## config.mk

```make
export PLATFORM = sky130hd
export DESIGN_NAME = fetch_buffer_unit
export DESIGN_NICKNAME = d
export VERILOG_FILES = /design/src/rtl/fetch_buffer_unit.sv
export SDC_FILE = /design/constraint.sdc
export NUM_CORES = 1
export LEC_CHECK = 0
export CORE_UTILIZATION = 46
export DETAILED_ROUTE_END_ITERATION = 6
export PLACE_DENSITY_LB_ADDON = 0.2
export SYNTH_ARGS = -nofsm -noshare
export SYNTH_HDL_FRONTEND = slang
export SYNTH_SLANG_ARGS = --single-unit
```

## constraint.sdc

```tcl
create_clock -name clk -period 8.12 [get_ports clk]
set_clock_uncertainty 0.15 [all_clocks]
set_input_delay 1.624 -clock clk [delete_from_list [all_inputs] [get_ports clk]]
set_output_delay 1.624 -clock clk [all_outputs]
set_load 0.01 [all_outputs]
```

## src/rtl/fetch_buffer_unit.sv

```systemverilog
// Fetch stage: sequential PC generation, credit-limited imem requests, instruction FIFO.
// Optional FETCH_PERF_EN adds perf_fetched / perf_dropped saturating counters.
module fetch_buffer_unit #(
    parameter int              XLEN     = 32,
    parameter logic [XLEN-1:0] RESET_PC = '0,
    parameter int              DEPTH    = 2
) (
    input  logic            clk,
    input  logic            rst_n,
    output logic            imem_req_valid,
    input  logic            imem_req_ready,
    output logic [XLEN-1:0] imem_req_addr,
    input  logic            imem_rsp_valid,
    input  logic [31:0]     imem_rsp_data,
    input  logic            redirect_valid,
    input  logic [XLEN-1:0] redirect_pc,
    output logic            id_valid,
    input  logic            id_ready,
    output logic [31:0]     id_instr,
    output logic [XLEN-1:0] id_pc
`ifdef FETCH_PERF_EN
    ,
    output logic [31:0]     perf_fetched,
    output logic [31:0]     perf_dropped
`endif
);

    localparam int AW = $clog2(DEPTH);
    localparam int CW = $clog2(DEPTH + 1);

    logic [XLEN-1:0] fetch_pc;
    logic [31:0]     buf_instr [DEPTH];
    logic [XLEN-1:0] buf_pc    [DEPTH];
    logic [XLEN-1:0] pcq       [DEPTH];
    logic [AW-1:0]   wr_ptr, rd_ptr;
    logic [AW-1:0]   q_wr, q_rd;
    logic [CW-1:0]   count, outstanding, drop;

    logic [CW:0]     credit_sum;
    logic            rsp_ok, req_fire, push, pop, discard;

    always_comb begin
        credit_sum     = {1'b0, outstanding} + {1'b0, count};
        imem_req_valid = rst_n && !redirect_valid &&
                         (credit_sum < (CW+1)'(DEPTH));
        imem_req_addr  = fetch_pc;
        req_fire       = imem_req_valid && imem_req_ready;
        // Responses with nothing outstanding are leftovers from before reset.
        rsp_ok         = imem_rsp_valid && (outstanding != '0);
        push           = rsp_ok && !redirect_valid && (drop == '0);
        discard        = rsp_ok && !push;
        id_valid       = (count != '0);
        pop            = id_valid && id_ready && !redirect_valid;
        id_instr       = buf_instr[rd_ptr];
        id_pc          = buf_pc[rd_ptr];
    end

    always_ff @(posedge clk) begin
        if (!rst_n) begin
            fetch_pc    <= RESET_PC;
            wr_ptr      <= '0;
            rd_ptr      <= '0;
            q_wr        <= '0;
            q_rd        <= '0;
            count       <= '0;
            outstanding <= '0;
            drop        <= '0;
            for (int i = 0; i < DEPTH; i++) begin
                buf_instr[i] <= '0;
                buf_pc[i]    <= '0;
                pcq[i]       <= '0;
            end
        end else begin
            outstanding <= outstanding + CW'(req_fire) - CW'(rsp_ok);
            if (rsp_ok)
                q_rd <= q_rd + AW'(1);
            if (req_fire) begin
                pcq[q_wr] <= fetch_pc;
                q_wr      <= q_wr + AW'(1);
            end
            if (redirect_valid) begin
                fetch_pc <= redirect_pc & ~XLEN'(3);
                wr_ptr   <= '0;
                rd_ptr   <= '0;
                count    <= '0;
                // Everything still in flight belongs to the old path.
                drop     <= outstanding - CW'(rsp_ok);
            end else begin
                if (req_fire)
                    fetch_pc <= fetch_pc + XLEN'(4);
                if (push) begin
                    buf_instr[wr_ptr] <= imem_rsp_data;
                    buf_pc[wr_ptr]    <= pcq[q_rd];
                    wr_ptr            <= wr_ptr + AW'(1);
                end
                if (pop)
                    rd_ptr <= rd_ptr + AW'(1);
                count <= count + CW'(push) - CW'(pop);
                if (rsp_ok && (drop != '0))
                    drop <= drop - CW'(1);
            end
        end
    end

`ifdef FETCH_PERF_EN
    always_ff @(posedge clk) begin
        if (!rst_n) begin
            perf_fetched <= '0;
            perf_dropped <= '0;
        end else begin
            if (pop && (perf_fetched != '1))
                perf_fetched <= perf_fetched + 32'd1;
            if (discard && (perf_dropped != '1))
                perf_dropped <= perf_dropped + 32'd1;
        end
    end
`endif

endmodule

```

---- After elaboration in Yosys (flattened, before gate mapping) ----
Memories as Yosys holds them, arrays and structs flattened. A register that Yosys moved wholly into a read port is not among the register bits.
Cells that the tools add are included.
operators by class
  $add $sub $neg .......................... 12
  $lt $le $gt $ge ......................... 1
  muxes and demuxes ....................... 27
  bitwise gates (word level) .............. 1
  reductions and logical operators ........ 20
operators by type and width
  kind                     count
  $mux W32                 5
  $reduce_or A32 Y1        3
  $add A32 B3 Y32 const B  1
  $mux W1                  20
  $reduce_bool A2 Y1       5
  $logic_and A1 B1 Y1      9
  $sub A2 B1 Y2            3
  $add A1 B1 Y1 const B    4
  $add A2 B1 Y2            2
  $mux W2                  2
  $add A2 B2 Y3            1
  $lt A3 B2 Y1 const B     1
  $logic_not A2 Y1         1
  $reduce_or A2 Y1         1
  $sub A2 B1 Y2 const B    1
  $logic_not A1 Y1         1
  $not A1 Y1               1
word-level totals
  register bits ........................... 42
  RAM bits ................................ 192
  input port bits ......................... 70
  output and inout bits ................... 98
  word-level logic and storage cells ...... 73
  memories kept ........................... 3
memory list
  memory     depth  width  rd ports  clocked after Yosys merged registers in  wr ports  line  text
  buf_instr  2      32     1         1                                        2         32    logic [31:0] buf_instr [DEPTH];
  buf_pc     2      32     1         1                                        2         33    logic [XLEN-1:0] buf_pc [DEPTH];
  pcq        2      32     1         1                                        2         34    logic [XLEN-1:0] pcq [DEPTH];

---- Depth between registers and ports, before layout ----
Gate-level depths: netlist (run 1).
  depth in word-level cells ............... 10
  mapped depth ............................ 13
  mapped depth without buffers ............ 11

---- Least setup slack after synthesis (run 1) ----
OpenSTA, ideal clock, no wires.
  path type ............................... in2reg
  start ................................... input redirect_valid
  end ..................................... memory buf_instr[0][0] (enable)
  setup time .............................. 0.490 ns
  data arrival time ....................... 5.100 ns
  data required time ...................... 7.480 ns
  path slack .............................. 2.380 ns
  stages on the path ...................... 5
  buffers on the path ..................... 2
  path through ............................ clkbuf_1 > inv_2 > clkbuf_1 > nand3_1 > o21ai_1
RTL lines
  what             line  text
  start, declared  15    input logic redirect_valid,
  end, declared    32

---- Worst setup path in the final report (run 1) ----
  start ................................... input redirect_valid
  end ..................................... output imem_req_valid
between the ends
  word-level cells in the longest chain between the ends .. 3
RTL lines
  what                              line  text
  $logic_not A1 Y1                  44    imem_req_valid = rst_n && !redirect_valid &&
  $logic_and A1 B1 Y1 (2 in a row)  44
  end, declared                     10    output logic imem_req_valid,
No other way between the ends.

==> impl_metrics.ini, run 1 <==
[outcome]
status = complete, no violations

[power_and_ir_drop]
peakVddDrop_mv = 0.158
leakagePower_nw = 4.69
p_total_mw = 2.93
power_density_nw_per_um2 = 231

[layout]
area_growth_pct = 26.2
nFillCells = 1716
nets = 1017
final_cell_mix = 184 x edfxtp_1, 161 x clkdlybuf4s50_1, 86 x nor2_1
drive_gt1_share_pct = 13.3
final_area_um2 = 12700
layout_commonest_cell = edfxtp_1
antenna_cells = 0
utilization_pct = 59.9

[sta]
finalHoldViolCount = 0
period_share_pct = 72.7
slew-limit-headroom_pct = 20.6
fin_ws_ps = 2220
rsz0062_at_grt = no
worst_pin_slew_ps = 1180
setup_viol = 0
report.final.slew_viol_count = 0
fin_setup_tns_ps = 0
max_freq_mhz = 170
fin_crit_ps = 5900

[setup_path]
crit_required_ps = 6350
worstPathArrival_ps = 4130
cp_max_fo = 36
cp-end-kind = output pin
start_kind = input port
crit_type = input port to output pin

[global_route]
busiest_layer = met2
grt_max_degree = 63
grtUsageMet1_pct = 26.9
grt_pass1_wl_um = 35200
grt_pass1_vias = 6662
grt_use_met3_pct = 3.23
overflow = 0
use_met2_pct = 33.6
antenna_found_initial = 0
grt_usage_pct = 20.0

[floorplanning]
dieWidth_um = 150
row_count = 53
dieArea_um2 = 22500
die_h_um = 150
io_pins = 168
coreArea_um2 = 21200
start_util_pct = 47.4

[placement]
dpl_worst_slack_ps = 2300
post_dp_cell_area_um2 = 11900
gp_congestion = 0.783
port_buffers = 161
dp_hpwl_um = 13800

[clocking]
cts_hold_buf = 0
ctsRootBufferMaster = clkbuf_16
clock_sinks = 226
cts_tree = built
cts_buffers = 24
cts_resized = 0
htree_levels = 1
clk_path_buf_depth = 3
clkSlewWorstSetupHoldPaths_ps = 60
postCtsSetupBuffers = 0
clk_latency_ps = 500

[detailed_routing]
dr_total_vias = 6682
drtIter0Drc = 443
firstDrtPassIters = 5
wl_um = 22000
routedWlPerCell_um = 17.9
drc = 0
detail-route-antenna-nets = 0
vias_per_cell = 5.43

[synth]
synth-seq-area-share_pct = 63.3
synth_edf_count = 184
synthArstFlopShare_pct = 0
synth.area.top_cells = edfxtp_1 55%, dfxtp_1 8.4%, mux2_2 6.9%
yosysUniqueCellTypes = 50
syn_area_um2 = 10100
ys_seq_elements = 226
avgSynthCellArea_um2 = 12.7
yosys.area.top_type = edfxtp_1
dominantRegCellSynth = edfxtp_1
synthCells = 794
yosysWarnings = 0
synth_top_area_share_pct = 54.9

[min_path]
hp-class = flip-flop to flip-flop

[job]
maxCapViolations = 0
-- cell usage after synthesis (8+ instances only) --
master and n:
edfxtp_1 184, nor2_1 88, and2_1 72, and3_1 63, mux2_2 62, clkbuf_1 49, dfxtp_1 42, mux2i_1 30
nand2_1 27, a21oi_1 18, xnor2_1 14, xor2_1 14, nand4_1 10, a31oi_1 9, nand3_1 9, o21ai_0 9
nor3_1 8, o22ai_1 8
-- state kept, by name, indices dropped and copies added (netlist names), named ones only --
name and count:
outstanding 2, wr_ptr 1, buf_pc 60, buf_instr 64
imem_req_addr 30, q_rd 1, drop 2, pcq 60
rd_ptr 1, q_wr 1, count 2
-- power by group --
part | total, mW | switching [mW] | internal [mW]
logic | 0.471 | 0.246 | 0.225
clock network | 1.06 | 0.428 | 0.633
registers | 1.40 | 0.0494 | 1.35
-- layout make-up --
cell class                 instances  area [um^2]  share of cell area [%]
clock buffer                      31          658                    5.18
multi-input combinational        503         3480                    27.4
timing repair buffer             174         1710                    13.5
clock inverter                    11          110                   0.867
tap                              275          344                    2.71
sequential                       226         6370                    50.1
inverter                          10         37.5                   0.295
-- path summary, 6_finish.rpt --
check                                 start                  endpoint  slack [ps]  cells past startpoint
hold / removal          rd_ptr$_SDFFE_PP0P_       rd_ptr$_SDFFE_PP0P_         350                      2
setup / recovery             redirect_valid            imem_req_valid        2220                      6
setup reg to reg  outstanding[0]$_SDFF_PN0_  pcq[0][17]$_SDFFCE_PN0P_        4740                      6
hold reg to reg         rd_ptr$_SDFFE_PP0P_       rd_ptr$_SDFFE_PP0P_         350                      2
-- critical path, stage by stage --
cell             delay, ps
clkdlybuf4s50_1        390
buf_4                  240
inv_2                  500
nand2_1                420
nor3_1                 320
clkdlybuf4s50_1        600
-- kinds of logic (layout without fill, tap and decap cells) --
kind of cell | Yosys count | in the layout | synth area share, %
AND/OR/NAND/NOR | 303 | 303 | 16.3
flip-flops | 226 | 226 | 63.3
multiplexers | 94 | 94 | 10.1
buffers and inverters | 68 | 226 | 2.70
AO/OA/AOI/OAI | 66 | 66 | 4.04
XOR/XNOR | 28 | 28 | 2.44
adder cells (fa/ha/maj) | 8 | 8 | 1.07
other | 1 | 4 | 0.0373
-- stage by stage --
| step | hold slack, ps | cells |
|---|---|---|
| after floorplan | 322 | 797 |
| after global placement | 339 | 1188 |
| after detailed placement | 344 | 1188 |
| after CTS | 358 | 1230 |
| after global routing | 425 | 1230 |
| final | 355 | 1230 |
-- routing by layer --
metal,up-vias,wire (um)
li1,3175,-
met1,3267,9880
met2,208,10400
met3,32,1350
met4,0,374
met5,-,0
Note: power is estimated with default switching activity, not from simulation.
==> run 2: changes to the inputs <==
Clock period 8.12 ns to 4.7 ns, I/O delays scaled along.
==> run 2 against run 1 <==
Effect of this change: worst hold slack improved by 16 ps; utilization increased by 0.24 points; global-route usage about the same; non-clock buffer count increased by 10; routed wire length increased by 1.2%; sequential power increased by 72%; critical path depth decreased by 3; highest routed layer unchanged.
==> impl_metrics.ini, run 2 (same netlist as run 1, synthesis figures left out) <==
[outcome]
status = complete, no violations

[detailed_routing]
drc = 0
firstDrtPassIters = 5
vias_per_cell = 5.32
routedWlPerCell_um = 18.0
wl_um = 22300
detail-route-antenna-nets = 0
dr_total_vias = 6607
drtIter0Drc = 367

[clocking]
htree_levels = 1
cts_hold_buf = 0
clkSlewWorstSetupHoldPaths_ps = 60
cts_resized = 0
cts_tree = built
clk_latency_ps = 510
ctsRootBufferMaster = clkbuf_16
postCtsSetupBuffers = 0
cts_buffers = 24
clock_sinks = 226
clk_path_buf_depth = 3

[floorplanning]
coreArea_um2 = 21200
dieWidth_um = 150
start_util_pct = 47.4
io_pins = 168
dieArea_um2 = 22500
row_count = 53
die_h_um = 150

[min_path]
min_from = rd_ptr$_SDFFE_PP0P_
holdPathEnd = rd_ptr$_SDFFE_PP0P_
worstHoldPathCells = 2
hp-class = flip-flop to flip-flop

[sta]
rsz0062_at_grt = no
max_freq_mhz = 270
finalHoldViolCount = 0
report.final.slew_viol_count = 0
worst_pin_slew_ps = 1130
period_share_pct = 78.9
fin_setup_tns_ps = 0
whs_ps = 371
fin_ws_ps = 993
setup_viol = 0
slew-limit-headroom_pct = 24.8
fin_crit_ps = 3710

[layout]
nFillCells = 1726
top_register = buf_instr
layout_commonest_cell = edfxtp_1
final_cell_mix = 184 x edfxtp_1, 161 x clkdlybuf4s50_1, 88 x nor2_1
drive_gt1_share_pct = 13.5
final_area_um2 = 12800
antenna_cells = 0
largest_reg_flops = 64
reg_top3 = buf_instr: 64 flops, buf_pc: 60 flops, pcq: 60 flops
area_growth_pct = 26.7
nets = 1027
instances_no_fill = 1241
utilization_pct = 60.1

[placement]
port_buffers = 161
gp_congestion = 0.791
dpl_worst_slack_ps = 940
dp_hpwl_um = 14100
dp.cells = 1198
post_dp_cell_area_um2 = 12000

[setup_path]
worstPathArrival_ps = 2620
r2r_cells = 12
regToRegStartpoint = outstanding[0]$_SDFF_PN0_
cp_max_fo = 30
crit_type = flip-flop to output pin
r2r_slack_ps = 1310
crit_required_ps = 3610
cp-end-kind = output pin
reg2reg_to = outstanding[1]$_SDFF_PN0_
start_kind = flip-flop

[power_and_ir_drop]
power_density_nw_per_um2 = 395
power_frac_clock_pct = 35.9
peakVddDrop_mv = 0.215
leakagePower_nw = 4.74
swShare_pct = 24.6
p_sw_mw = 1.24
comb_power_share_pct = 16.3
cellInternalPower_mw = 3.80
p_total_mw = 5.04
power_frac_seq_pct = 47.8

[global_route]
overflow = 0
grt_usage_pct = 20.0
grt_pass1_vias = 6524
grt_max_degree = 52
antenna_found_initial = 0
grt_pass1_wl_um = 34800

[job]
maxCapViolations = 0
[run 2: power by group through the flow]
stage / registers [mW] / clock network [mW] / logic, mW
2_1_floorplan: 2.44 / 0 / 0.469
3_3_place_gp: 2.44 / 0 / 0.820
3_5_place_dp: 2.45 / 0 / 0.824
4_1_cts: 2.41 / 1.84 / 0.830
5_1_grt: 2.43 / 1.93 / 0.894
6_report: 2.41 / 1.81 / 0.820
[run 2: area by class of cell]
class | count | area [um^2] | share of cell area, %
clock inverter | 11 | 97.6 | 0.765
sequential | 226 | 6370 | 49.9
timing repair buffer | 184 | 1800 | 14.1
multi-input combinational | 503 | 3460 | 27.1
inverter | 10 | 37.5 | 0.294
tap | 275 | 344 | 2.70
clock buffer | 32 | 652 | 5.11
[run 2: how the worst max path moves through the flow]
stage | slack [ps] | end | cells after the start | from
after floorplan | 120 | pcq[0][10]$_SDFFCE_PN0P_ | 6 | rst_n
after global placement | 970 | outstanding[1]$_SDFF_PN0_ | 11 | imem_req_ready
after detailed placement | 940 | outstanding[1]$_SDFF_PN0_ | 11 | imem_req_ready
after CTS | 920 | id_pc[19] | 3 | flip-flop
after global routing | 860 | id_pc[8] | 3 | flip-flop
final | 990 | id_pc[8] | 3 | flip-flop
[run 2: worst max-delay path, stage by stage, from the launching register on]
cell             delay (ps)
dfxtp_2                 800
buf_4                   390
mux2_2                  370
clkdlybuf4s50_1         520
[run 2: metal layers]
layer  track usage (%)  routed length, um  vias to the layer above
li1                  -                  -                     3192
met1              27.6               9900                     3149
met2              32.7              10500                      239
met3              3.57               1600                       27
met4              4.55                284                        0
met5                 0                  0                        -
